==> src/rtl/ram_arb_pkg.sv <==
// ram_arb_pkg: shared FSM state and grant encodings for the RAM port arbiter
package ram_arb_pkg;
   typedef enum logic [2:0] {IDLE, WRITE, READ, RD_WAIT, RD_DONE} state_t;
   typedef enum logic {GNT_WR, GNT_RD} grant_t;
endpackage

==> src/rtl/rr_arbiter_2.sv <==
// rr_arbiter_2: two-way round-robin pick; on conflict the side not granted last wins
module rr_arbiter_2
   import ram_arb_pkg::*;
(
   input  logic   wr_req,
   input  logic   rd_req,
   input  grant_t last_gnt,
   output grant_t gnt
);
   always_comb
      gnt = (wr_req && rd_req) ? ((last_gnt == GNT_WR) ? GNT_RD : GNT_WR)
                               : (wr_req ? GNT_WR : GNT_RD);
endmodule

==> src/rtl/ram_port_arbiter.sv <==
// ram_port_arbiter: shares one single-port RAM between a write and a read requester
module ram_port_arbiter
   import ram_arb_pkg::*;
#(
   parameter int SIZE_ADDR = 4,
   parameter int SIZE_DATA = 8
) (
   input  logic                 i_clk,
   input  logic                 i_rst,
   input  logic                 i_wr_req,
   input  logic [SIZE_ADDR-1:0] i_wr_addr,
   input  logic [SIZE_DATA-1:0] i_wr_data,
   output logic                 o_wr_ack,
   input  logic                 i_rd_req,
   input  logic [SIZE_ADDR-1:0] i_rd_addr,
   output logic [SIZE_DATA-1:0] o_rd_data,
   output logic                 o_rd_valid,
   output logic                 o_ram_wr_en,
   output logic                 o_ram_rd_en,
   output logic [SIZE_ADDR-1:0] o_ram_addr,
   output logic [SIZE_DATA-1:0] o_ram_data,
   input  logic [SIZE_DATA-1:0] i_ram_data,
   output logic                 o_busy
);
   state_t                 state, state_nxt;
   grant_t                 last_gnt, gnt;
   logic                   grant_en;
   logic [SIZE_ADDR-1:0]   addr_q;
   logic [SIZE_DATA-1:0]   data_q;

   rr_arbiter_2 u_rr (
      .wr_req   (i_wr_req),
      .rd_req   (i_rd_req),
      .last_gnt (last_gnt),
      .gnt      (gnt)
   );

   assign grant_en = (state == IDLE) && (i_wr_req || i_rd_req);

   // last_gnt resets to read so the first conflict goes to the writer
   always_ff @(posedge i_clk or posedge i_rst) begin
      if (i_rst) begin
         state     <= IDLE;
         last_gnt  <= GNT_RD;
         addr_q    <= '0;
         data_q    <= '0;
         o_rd_data <= '0;
      end else begin
         state <= state_nxt;
         if (grant_en) begin
            last_gnt <= gnt;
            addr_q   <= (gnt == GNT_WR) ? i_wr_addr : i_rd_addr;
            if (gnt == GNT_WR) data_q <= i_wr_data;
         end
         if (state == RD_WAIT) o_rd_data <= i_ram_data;
      end
   end

   always_comb begin
      state_nxt   = IDLE;
      o_ram_wr_en = 1'b0;
      o_ram_rd_en = 1'b0;
      o_wr_ack    = 1'b0;
      o_rd_valid  = 1'b0;
      o_ram_addr  = '0;
      o_ram_data  = '0;
      o_busy      = (state != IDLE);
      case (state)
         IDLE:    state_nxt = grant_en ? ((gnt == GNT_WR) ? WRITE : READ) : IDLE;
         WRITE: begin
            o_ram_wr_en = 1'b1;
            o_wr_ack    = 1'b1;
            o_ram_addr  = addr_q;
            o_ram_data  = data_q;
         end
         READ: begin
            state_nxt   = RD_WAIT;
            o_ram_rd_en = 1'b1;
            o_ram_addr  = addr_q;
         end
         RD_WAIT: state_nxt = RD_DONE;
         RD_DONE: o_rd_valid = 1'b1;
         default: state_nxt = IDLE;
      endcase
   end
endmodule

==> config.mk <==
export PLATFORM = sky130hd
export DESIGN_NAME = ram_port_arbiter
export DESIGN_NICKNAME = d
export VERILOG_FILES = /design/src/rtl/ram_arb_pkg.sv /design/src/rtl/rr_arbiter_2.sv /design/src/rtl/ram_port_arbiter.sv
export SDC_FILE = /design/constraint.sdc
export NUM_CORES = 1
export LEC_CHECK = 0
export CAP_MARGIN = 10
export CORE_MARGIN = 2
export CORE_UTILIZATION = 35
export DETAILED_ROUTE_END_ITERATION = 10
export MAX_ROUTING_LAYER = met4
export PLACE_DENSITY = 0.71
export SYNTH_ARGS = -nofsm -noshare
export SYNTH_HDL_FRONTEND = slang
export SYNTH_SLANG_ARGS = --single-unit
==> constraint.sdc <==
create_clock -name i_clk -period 2.95 [get_ports i_clk]
set_input_delay 0.4425 -clock i_clk [delete_from_list [all_inputs] [get_ports i_clk]]
set_output_delay 0.4425 -clock i_clk [all_outputs]
set_load 0.01 [all_outputs]
======== Word-level counts from Yosys, hierarchy flattened ========
Index checks and enable logic that the tools add are counted.
storage, ports and cells
  bits in registers ....................... 24
operators by class
  equality and inequality tests ........... 4
  reduce and logical (&&, ||, !) cells .... 7
  muxes and demuxes ....................... 12
  bitwise logic cells ..................... 1
operator list
  operator                                                               number
  3-bit case mux with 3 select lines                                     1
  4-bit 2-to-1 mux                                                       2
  8-bit 2-to-1 mux                                                       1
  3-bit by 2-bit equality test with 1-bit output, second input constant  2
  1-bit 2-to-1 mux                                                       6
  2-bit 2-to-1 mux                                                       2
  3-bit by 1-bit equality test with 1-bit output, second input constant  1
  3-bit equality test, second input constant                             1
  3-bit logical NOT                                                      1
  3-bit nonzero test                                                     1
  1-bit logical AND                                                      2
  2-bit AND reduction                                                    1
  2-bit OR reduction                                                     1
  1-bit logical OR                                                       1
  1-bit NOT                                                              1

======== Longest topological paths before layout ========
  depth after elaboration ................. 5
  gate-level depth with buffers ........... 5
  gate-level depth less buffers ........... 3

======== Modules after synthesis ========
From an unflattened synthesis, not the netlist that was laid out.
second synthesis, totals
  cell total of the unflattened synthesis .. 79
  area, all modules ....................... 1081.0 um^2
by module, submodules not included
  module            instances  cells each  seq. area each (um^2)  area each (um^2)
  ram_port_arbiter  1          77          601.8                  1068.5
  rr_arbiter_2      1          2           0.0                    12.5

======== Worst setup path before layout ========
Ideal clock, no wire load.
  kind .................................... reg-to-output
  start ................................... register state[1]
  end ..................................... output o_ram_data[0]
  buffers on the path ..................... 0
  required time ........................... 2508 ps
  data arrival time ....................... 1376 ps
  slack ................................... 1131 ps
  stages on the path, launching flop included .. 3
  cells stage by stage .................... dfrtp_1 -> nor3b_1 -> and2_1
between the ends
  longest elaborated chain between the ends .. 2
ends and longest elaborated chain
  what                                            RTL line                source
  start: declaration                              ram_port_arbiter.sv:25  state_t state, state_nxt;
  start signal: assignment                        ram_port_arbiter.sv:49  state <= state_nxt;
  3-bit by 1-bit equality test with 1-bit output  ram_port_arbiter.sv:68  case (state)
  8-bit 2-to-1 mux                                ram_port_arbiter.sv:68
  end: declaration                                ram_port_arbiter.sv:21  output logic [SIZE_DATA-1:0] o_ram_data,
Every way passes these cells.

======== Final worst setup path ========
  start ................................... register state[0]
  end ..................................... output o_ram_rd_en
between the ends
  longest elaborated chain between the ends .. 2
ends and longest elaborated chain
  what                                            RTL line                source
  3-bit by 2-bit equality test with 1-bit output  ram_port_arbiter.sv:68
  1-bit 2-to-1 mux                                ram_port_arbiter.sv:68
  end: declaration                                ram_port_arbiter.sv:19  output logic o_ram_rd_en,
Every way passes these cells.

==> metrics.txt <==
number of cell rows=20; Worst path max stage delay=530 ps; WL per Instance=13.7 um; most frequent cells after synthesis=23 x dfrtp_1, 16 x mux2_2, 12 x and2_1; post-synth net total=110; DRC violations left=0; Total Wirelength=2310 um; Switch Pwr=0.524 mW; min-delay worst type=flop to flop; Clock power frac=10.9%; PD cells=976 nW/um^2; share of layout cells above drive strength 1=18.4%; Synth area leaders=dfrtp_1 53%, mux2_2 17%, and2_1 6.9%, a221o_1 3.7%, and4_1 3.2%; vias in the first global route=927; Cell Count Post-Placement=165; fin crit share=80.1%; Area Overhead vs Synth=53.1%; Root Driver=clkbuf_4; Final min period=2360 ps; Crit. End Element=output port; Net Sw Frac=32.4%; synth unique cells=21; count leader, synth=dfrtp_1; worst-path fanout max=6; Nets=165; Syn Area/Cell=13.2 sq um; cell area after synthesis=1080 sq um; Yosys top cell by area=dfrtp_1; sequential area share after synthesis=55.5%; cell count after synthesis=82; clock transition at the registers of the reported paths=130 ps; initial antenna violation count=0; YS warnings=0; clock tree sinks=24; measured slew at the worst slew-check pin=881 ps; fmax=0.423 GHz; CTS buffer count=3; CTS tree=done; core footprint=3000 sq um; CP max-delay cell=clkdlybuf4s50_1; Peak VDD IR=0.524 mV; internal power=1.10 mW; placed cell area=1620 sq um; Post-synth top flop=dfrtp_1; final setup TNS=0 ps; dpl hpwl=1810 um; Lkg Pwr=0.705 nW; Die Y=59.6 um; port bufs=52; top-area cell type share of the netlist area=53.1%; Max Cap Violations=0; Pre-antenna DRT Iters=4; worst-path cell chain=or3b_2 -> inv_1 -> clkdlybuf4s50_1; CP Data Arrival Time=1920 ps; ys async rst share=100%; antenna-violating nets left=0; global-route wire length before repair=3970 um; post-CTS setup buffers=0; Total GRT Usage=15.2%; cts hold-fix bufs=0; Via Count=822; number of flops mapped to enable cells by yosys=0; Boundary Pins=53; Final Max Tran Viols=0; Starting Density=36.1%; worst reg2reg setup slack=1090 ps; post-route insts no fill=169; Critical Setup Path Class=flop to output port; Max clock buf depth=2; status=complete, no violations; htree depth=1; GPL Wtd Cong=0.673; RSZ-0062 raised after global routing=false; Crit path required time=2510 ps; startpoint types=flop; Comb power frac=52.0%; Inserted Diodes=0; Final Setup Violations=0; largest net degree at the start of global routing=25; chip width=59.6 um; number of gates resized after CTS=0; Via density=4.86; skew final=1.06 ps; clock latency on the worst-skew pair=320 ps; Hold Vio Cnt, Final=0; number of DRC markers in iteration 0=15; design area=1660 sq um; sequential power share=37.1%; Synth Register Bits=24; total congestion overflow=0; die area=3560 sq um; Worst slew margin=41.2%
==> layer usage <==
metal  GRT usage [%]  routed length [um]
met5               -                   0
met4            6.67                  34
met3            2.62                 134
met2            25.6                1140
met1            17.6                1000
==> flip-flops by register name (all words and copies together) (netlist names) <==
register,cells
addr_q,4
o_rd_data,8
data_q,8
state,3
last_gnt,1
==> power by group through the flow <==
| stage | Clock, mW | Sequential (mW) | Combinational [mW] |
|---|---|---|---|
| 6_report | 0.176 | 0.601 | 0.843 |
| 3_3_place_gp | 0 | 0.595 | 0.839 |
| 4_1_cts | 0.182 | 0.604 | 0.856 |
| 3_5_place_dp | 0 | 0.609 | 0.854 |
| 2_1_floorplan | 0 | 0.612 | 0.439 |
| 5_1_grt | 0.193 | 0.625 | 0.915 |
==> metrics by stage <==
step | power, mW | setup WS [ps] | utilization (%) | hold WS [ps]
2_1_floorplan | 1.05 | 1130 | - | 456
3_3_place_gp | 1.43 | 875 | 54.0 | 480
3_5_place_dp | 1.46 | 840 | 54.0 | 487
4_1_cts | 1.64 | 573 | 55.3 | 518
5_1_grt | 1.73 | 482 | 55.3 | 544
6_report | 1.62 | 587 | 55.3 | 513
==> final timing paths <==
path | start | cells after the start | endpoint
setup / recovery | state[0] | 3 | o_ram_rd_en
hold / removal | data_q[4] | 1 | data_q[4]
max in group asynchronous | i_rst | 2 | data_q[6]
setup reg to reg | state[1] | 3 | data_q[0]
min in group asynchronous | i_rst | 2 | o_rd_data[5]
hold reg to reg | data_q[4] | 1 | data_q[4]
==> placed cells by master, fill, tap and decap left out <==
| master | count |
|---|---|
| clkdlybuf4s50_1 | 52 |
| dfrtp_1 | 23 |
| mux2_2 | 16 |
| and2_1 | 12 |
| and4_1 | 4 |
| a221o_1 | 4 |
| inv_1 | 4 |
| clkbuf_4 | 3 |
| nand2b_1 | 2 |
| nand2_1 | 2 |
| nor3b_1 | 2 |
| nand3b_1 | 1 |
| nor3_4 | 1 |
| and3_1 | 1 |
| o21ai_0 | 1 |
| nand3_1 | 1 |
| a21bo_2 | 1 |
| or3b_2 | 1 |
| xnor2_1 | 1 |
| nor2_1 | 1 |
| clkbuf_8 | 1 |
| dfstp_2 | 1 |
| buf_4 | 1 |
==> worst max-delay path: cells and delay by family, from the launching register on <==
kind	cells	cell delay (ps)
flip-flops	1	480
AND/OR/NAND/NOR	1	520
buffers and inverters	2	610
==> final cells by class <==
cell class / count / area (sq um)
Multi-Input combinational cell: 51 / 437
Clock buffer: 4 / 36.3
Tap cell: 33 / 41.3
Sequential cell: 24 / 602
Fill cell: 272 / 1340
Timing Repair Buffer: 53 / 528
Inverter: 4 / 15.0
==> cell families after synthesis <==
logic type      count (synthesis)  synth area share [%]
mux                            16                  16.6
buf+inv                         7                  4.16
flops                          24                  55.5
compound gates                  6                  5.08
xor+xnor                        1                 0.808
simple gates                   28                  17.8
(Power assumes the default switching activity.)
